File: config.mk
export PLATFORM = sky130hd
export DESIGN_NAME = a2d_chnl_seq
export DESIGN_NICKNAME = d
export VERILOG_FILES = /design/src/rtl/a2d_chnl_seq.sv
export SDC_FILE = /design/constraint.sdc
export NUM_CORES = 1
export LEC_CHECK = 0
export CORE_ASPECT_RATIO = 1.25
export CORE_MARGIN = 10
export CORE_UTILIZATION = 43
export CTS_CLUSTER_DIAMETER = 150
export DETAILED_ROUTE_END_ITERATION = 12
export GPL_TIMING_DRIVEN = 0
export PLACE_DENSITY = 0.73
export SKIP_CTS_REPAIR_TIMING = 1
export SKIP_LAST_GASP = 1
export SLEW_MARGIN = 20
export SYNTH_ARGS = -nofsm -noshare
export SYNTH_HDL_FRONTEND = slang
export SYNTH_SLANG_ARGS = --single-unit
File: constraint.sdc
create_clock -name clk -period 3.34 [get_ports clk]
set_clock_uncertainty 0.15 [all_clocks]
set_input_delay 1.002 -clock clk [delete_from_list [all_inputs] [get_ports clk]]
set_output_delay 1.002 -clock clk [all_outputs]
set_load 0.005 [all_outputs]
File: src/rtl/a2d_chnl_seq.sv
// a2d_chnl_seq: round-robin conversion sequencer for the A2D_intf / ADC128S path.
// Sweeps the channels selected by chnl_mask from lowest to highest and averages
// 2^AVG_LOG2 conversions per channel. It undoes the A2D data inversion and stores
// one 12-bit result per channel in a small register file.
//
// Ports:
//   clk, rst    clock, synchronous active-high reset
//   en          start sweeps (sampled in IDLE only)
//   chnl_mask   channels to convert, latched at sweep start
//   err_clr     clears the sticky timeout flag
//   rd_chnl     read address, rd_data is the combinational read of the result file
//   valid       per-channel "result written" flags
//   sweep_done  one-cycle pulse at the end of each sweep
//   err         sticky conversion timeout flag
//   strt_cnv    one-cycle conversion request to A2D_intf
//   chnnl       channel for the conversion, held until completion
//   cnv_cmplt   completion level from A2D_intf, res is its inverted result
module a2d_chnl_seq #(
  parameter int AVG_LOG2  = 2,
  parameter int SWEEP_GAP = 1024,
  parameter int TIMEOUT   = 4096
) (
  input  logic        clk,
  input  logic        rst,
  input  logic        en,
  input  logic [7:0]  chnl_mask,
  input  logic        err_clr,
  input  logic [2:0]  rd_chnl,
  output logic [11:0] rd_data,
  output logic [7:0]  valid,
  output logic        sweep_done,
  output logic        err,
  output logic        strt_cnv,
  output logic [2:0]  chnnl,
  input  logic        cnv_cmplt,
  input  logic [11:0] res
);

  localparam int ACC_W = 12 + AVG_LOG2;
  localparam int CNT_W = AVG_LOG2 + 1;
  localparam int GAP_W = $clog2(SWEEP_GAP + 1);
  localparam int TMR_W = $clog2(TIMEOUT + 1);
  localparam logic [CNT_W-1:0] NUM_SAMP = CNT_W'(32'd1 << AVG_LOG2);
  localparam logic [GAP_W-1:0] GAP_LAST = GAP_W'(SWEEP_GAP - 1);
  localparam logic [TMR_W-1:0] TMR_LAST = TMR_W'(TIMEOUT - 1);

  typedef enum logic [2:0] {
    IDLE  = 3'd0,
    START = 3'd1,
    WAIT  = 3'd2,
    NEXT  = 3'd3,
    GAP   = 3'd4
  } state_t;

  // Index of the lowest set bit (0 when the vector is empty).
  function automatic logic [2:0] lowest_bit(input logic [7:0] m);
    logic [2:0] r;
    r = 3'd0;
    for (int i = 7; i >= 0; i--) begin
      if (m[i]) r = 3'(i);
    end
    return r;
  endfunction

  state_t             state_r, state_nxt;
  logic [7:0]         mask_q_r;
  logic [2:0]         chnnl_r;
  logic [ACC_W-1:0]   acc_r;
  logic [CNT_W-1:0]   samp_cnt_r;
  logic [TMR_W-1:0]   tmr_r;
  logic [GAP_W-1:0]   gap_cnt_r;
  logic               cnv_cmplt_q_r;
  logic               strt_cnv_r;
  logic               sweep_done_r;
  logic               err_r;
  logic [7:0]         valid_r;
  logic [11:0]        regs_r [8];

  logic               cmplt_edge_s;
  logic               last_samp_s;
  logic               timeout_s;
  logic [7:0]         above_s;
  logic [7:0]         higher_s;
  logic [ACC_W-1:0]   acc_sum_s;
  logic [11:0]        avg_s;

  // Completion is the rising edge of the registered cnv_cmplt level.
  assign cmplt_edge_s = cnv_cmplt & ~cnv_cmplt_q_r;
  assign last_samp_s  = (samp_cnt_r + CNT_W'(1)) == NUM_SAMP;
  assign timeout_s    = (state_r == WAIT) && !cmplt_edge_s && (tmr_r == TMR_LAST);
  // Channels of the latched mask strictly above the current one.
  assign above_s      = 8'hFE << chnnl_r;
  assign higher_s     = mask_q_r & above_s;
  // res arrives inverted from A2D_intf; re-invert before accumulating.
  assign acc_sum_s    = acc_r + ACC_W'(~res);
  assign avg_s        = 12'(acc_sum_s >> AVG_LOG2);

  assign rd_data    = regs_r[rd_chnl];
  assign valid      = valid_r;
  assign sweep_done = sweep_done_r;
  assign err        = err_r;
  assign strt_cnv   = strt_cnv_r;
  assign chnnl      = chnnl_r;

  // Next-state logic of the sweep sequencer.
  always_comb begin
    state_nxt = state_r;
    case (state_r)
      IDLE: begin
        if (en && (chnl_mask != 8'h00)) state_nxt = START;
        else                            state_nxt = IDLE;
      end
      START: state_nxt = WAIT;
      WAIT: begin
        if (cmplt_edge_s) begin
          if (last_samp_s) state_nxt = NEXT;
          else             state_nxt = START;
        end else if (tmr_r == TMR_LAST) begin
          state_nxt = NEXT;
        end else begin
          state_nxt = WAIT;
        end
      end
      NEXT: begin
        if (higher_s != 8'h00) state_nxt = START;
        else                   state_nxt = GAP;
      end
      GAP: begin
        if (gap_cnt_r == GAP_LAST) state_nxt = IDLE;
        else                       state_nxt = GAP;
      end
      default: state_nxt = IDLE;
    endcase
  end

  // State register and registered handshake/status outputs.
  always_ff @(posedge clk) begin
    if (rst) begin
      state_r       <= IDLE;
      cnv_cmplt_q_r <= 1'b0;
      strt_cnv_r    <= 1'b0;
      sweep_done_r  <= 1'b0;
      err_r         <= 1'b0;
    end else begin
      state_r       <= state_nxt;
      cnv_cmplt_q_r <= cnv_cmplt;
      // High exactly during the single START cycle.
      strt_cnv_r    <= (state_nxt == START);
      // Looked ahead so the pulse lines up with the final NEXT cycle.
      sweep_done_r  <= (state_r == WAIT) && (state_nxt == NEXT) && (higher_s == 8'h00);
      // A timeout beats a simultaneous clear.
      if (timeout_s)    err_r <= 1'b1;
      else if (err_clr) err_r <= 1'b0;
      else              err_r <= err_r;
    end
  end

  // Channel selection, accumulator, sample count and timers.
  always_ff @(posedge clk) begin
    if (rst) begin
      mask_q_r   <= 8'h00;
      chnnl_r    <= 3'd0;
      acc_r      <= '0;
      samp_cnt_r <= '0;
      tmr_r      <= '0;
      gap_cnt_r  <= '0;
    end else begin
      case (state_r)
        IDLE: begin
          if (state_nxt == START) begin
            mask_q_r   <= chnl_mask;
            chnnl_r    <= lowest_bit(chnl_mask);
            acc_r      <= '0;
            samp_cnt_r <= '0;
          end
        end
        START: tmr_r <= '0;
        WAIT: begin
          if (cmplt_edge_s) begin
            acc_r      <= acc_sum_s;
            samp_cnt_r <= samp_cnt_r + CNT_W'(1);
          end else begin
            tmr_r <= tmr_r + TMR_W'(1);
          end
        end
        NEXT: begin
          if (higher_s != 8'h00) begin
            chnnl_r    <= lowest_bit(higher_s);
            acc_r      <= '0;
            samp_cnt_r <= '0;
          end else begin
            gap_cnt_r <= '0;
          end
        end
        GAP: gap_cnt_r <= gap_cnt_r + GAP_W'(1);
        default: ;
      endcase
    end
  end

  // Result file and valid flags, written when a channel's last sample lands.
  always_ff @(posedge clk) begin
    if (rst) begin
      valid_r <= 8'h00;
      for (int i = 0; i < 8; i++) regs_r[i] <= 12'h000;
    end else if ((state_r == WAIT) && cmplt_edge_s && last_samp_s) begin
      regs_r[chnnl_r]  <= avg_s;
      valid_r[chnnl_r] <= 1'b1;
    end
  end

endmodule

==> flow_metrics.env <==
export IMPL_power_density_mw_per_mm2=488
export IMPL_hold_class="flop to flop"
export IMPL_critical_path_startpoint="rd_chnl[0]"
export IMPL_dr_wl_met3_um=1290
export IMPL_fmax_ghz=0.292
export IMPL_seq_area_frac_synth_pct=54.0
export IMPL_met2_length_um=10400
export IMPL_antenna_found_initial=0
export IMPL_clk_pin_slew_worst_paths_ps=70
export IMPL_p_leak_nw=3.51
export IMPL_wl_um=19800
export IMPL_cts_tree="done"
export IMPL_clkSinkCount=162
export IMPL_synth_seq_cells=162
export IMPL_r2r_cells=6
export IMPL_cts_root_buf="clkbuf_16"
export IMPL_post_route_min_period_ps=3420
export IMPL_met1Wirelength_um=7770
export IMPL_worst_pin_slew_ps=958
export IMPL_slew_headroom_pct=35.9
export IMPL_end_kind="output port"
export IMPL_slew_violations=0
export IMPL_cap_violations=0
export IMPL_design_core_area_mm2=0.0180
export IMPL_finalHoldViolations=0
export IMPL_cp_common_cell="buf_12"
export IMPL_worstPathArrival_ps=2270
export IMPL_fin_cells=1031
export IMPL_numCtsBuffers=17
export IMPL_remaining_drc_errors=0
export IMPL_status="finished with violations"
export IMPL_critPathKind="input pin to output port"
export IMPL_first_global_vias=5851
export IMPL_postRouteAntennaNets=0
export IMPL_dp_cells=992
export IMPL_required_ps=2190
export IMPL_fin_nets=835
export IMPL_synthArstFlopShare_pct=0
export IMPL_fin_area_mm2=0.00957
export IMPL_setup_ws_ps=-81.7
export IMPL_hpwlAfterDp_um=13400
export IMPL_synth_area_leaders="edfxtp_1, dfxtp_1, mux4_2"
export IMPL_rsz0062_at_grt="true"
export IMPL_grt_pass1_wl_um=30300
export IMPL_routabilityCongestion=0.827
export IMPL_clock_path_buffers=2
export IMPL_h_tree_depth=4
export IMPL_crit_path_end="rd_data[4]"
export IMPL_ys_types=67
export IMPL_drtIter0Drc=620
export IMPL_r2r_start="state_r[1]$_SDFF_PP0_"
export IMPL_firstDrtPassIters=5
export IMPL_r2r_end="regs_r[3][5]$_SDFFCE_PN0P_"
export IMPL_min_delay_start="acc_r[3]$_SDFFE_PP0P_"
export IMPL_critical_path_top_delay_family="multiplexers"
export IMPL_die_area_mm2=0.0239
export IMPL_syn_avg_cell_area_um2=10.9
export IMPL_syn_inst=713
export IMPL_clkLatencyLatePin_ps=430
export IMPL_top_layer="met4"
export IMPL_start_util_pct=43.4
export IMPL_peakVddDrop_uv=447
export IMPL_grt_usage_pct=15.9
export IMPL_rows=55
export IMPL_r2r_slack_ps=360
export IMPL_max_stage_delay_ps=560
export IMPL_ys_flop_type="edfxtp_1"
export IMPL_worst_path_buf_inv=3
export IMPL_grt_max_degree=19
export IMPL_yosysTopAreaCell="edfxtp_1"
export IMPL_wl_per_cell_um=19.2
export IMPL_violations="setup timing"
export IMPL_drt_vias_per_instance=5.78
export IMPL_min_period_over_period_pct=102
export IMPL_portBuffers=51
export IMPL_placed_cell_area_mm2=0.00861
export IMPL_vias=5958
export IMPL_antenna_cells=0
export IMPL_critPathLaunchType="input pin"
export IMPL_die_w_um=140
export IMPL_syn_nets=758
export IMPL_finalSetupTns_ps=-134
export IMPL_path_cells="buf_12, buf_12, mux4_2, mux2_2, dlymetal6s2s_1"
export IMPL_layout_drive_gt1_share_pct=18.1
export IMPL_grt_overflow=0
export IMPL_area_delta_synth_final_pct=22.9
export IMPL_crit_fanout=8
export IMPL_yosys_warnings=0
export IMPL_crit_slowest_cell="mux4_2"
export IMPL_path_depth=5
export IMPL_setup_viol=5
export IMPL_synth_cell_area_mm2=0.00779
export IMPL_die_h_um=170
export IMPL_synth_edf_count=96
export IMPL_synth_top_area_share_pct=37.0
export IMPL_io_pins=54
==> power by group <==
part / internal, W / leakage, nW / total [W] / switching, W
combinational: 0.000219 / 1.69 / 0.000488 / 0.000269
clock: 0.00107 / 0.295 / 0.00199 / 0.000918
sequential: 0.00216 / 1.53 / 0.00219 / 0.0000300
==> Yosys cell counts (3+ instances only) <==
cell / instances
a211oi_1: 6
xor2_1: 5
a21o_1: 3
buf_2: 7
a211o_1: 3
or3_1: 8
a31oi_1: 6
and4_1: 7
o21a_1: 8
o22ai_1: 7
dfxtp_1: 66
mux2i_1: 8
nor2_1: 94
nor4_1: 5
clkbuf_1: 24
o31a_1: 3
nand3_1: 15
nor3_1: 39
buf_1: 4
mux4_2: 24
or4_1: 4
o32ai_1: 4
nor3b_1: 4
xnor2_1: 9
nor2b_1: 7
a21oi_1: 41
a311oi_1: 5
nand2_1: 37
or2_2: 4
ha_1: 16
mux2_2: 12
o21ai_0: 35
nand2b_1: 4
o211ai_1: 3
edfxtp_1: 96
inv_1: 42
and3_1: 3
nand4_1: 8
==> sequential cells by signal (all words and copies together) (netlist names), 3 cells and up <==
name and flops:
state_r 3, samp_cnt_r 3, tmr_r 13, acc_r 14, regs_r 96, mask_q_r 7
valid 8, gap_cnt_r 11, chnnl 3
==> worst min-delay path, stage by stage, from the launching register on <==
cell	delay [ps]
dfxtp_1	320
inv_1	50
o22ai_1	50
==> kinds of logic after synthesis <==
family                   share of synthesized area (%)
AO/OA/AOI/OAI                                     12.0
XOR/XNOR                                          1.57
adder cells (fa/ha/maj)                           2.83
buffers and inverters                             3.97
flip-flops                                        54.0
multiplexers                                      9.70
AND/OR/NAND/NOR                                   16.0
==> metrics by stage <==
stage	utilization [%]	setup WS, ps	hold WS, ps	total power, W
6_report	53.3	-81.7	311	0.00468
5_1_grt	53.3	-102	339	0.00481
4_1_cts	51.3	-894	308	0.00464
3_5_place_dp	47.9	-891	298	0.00268
3_3_place_gp	47.9	-867	290	0.00267
2_1_floorplan	-	22.9	283	0.00251
==> area by class of cell <==
type                            instances  area, µm²
Fill cell                            1558       8390
Sequential cell                       162       4200
Multi-Input combinational cell        474       3520
Timing Repair Buffer                   60        582
Clock buffer                           17        425
Tap cell                              228        285
Buffer                                 33        215
Clock inverter                         15        183
Inverter                               42        158
==> routing by layer <==
metal / global-route usage, % / vias to the layer above
li1: - / 2813
met1: 17.9 / 2888
met2: 28.6 / 219
met3: 3.83 / 38
met4: 5.13 / 0
met5: 0 / -
==> layout by cell type (no fill, tap or decap), types with 8 or more instances in the layout <==
master / n
clkbuf_2: 15
nor3_1: 38
nand2_1: 29
a21oi_1: 40
nand3_1: 14
mux4_2: 24
o21a_1: 8
nor2_1: 94
clkbuf_16: 19
dfxtp_1: 66
mux2i_1: 8
clkbuf_1: 15
nand4_1: 8
inv_1: 42
o21ai_0: 33
clkdlybuf4s50_1: 38
edfxtp_1: 96
ha_1: 16
mux2_4: 11
==> how the worst min path moves through the flow <==
stage	to	cells past startpoint
global placement	acc_r[9]$_SDFFE_PP0P_	2
global route	acc_r[5]$_SDFFE_PP0P_	2
floorplan	acc_r[2]$_SDFFE_PP0P_	2
finish	acc_r[3]$_SDFFE_PP0P_	2
CTS	acc_r[5]$_SDFFE_PP0P_	2
detailed placement	acc_r[5]$_SDFFE_PP0P_	2
(Power assumes the default switching activity.)
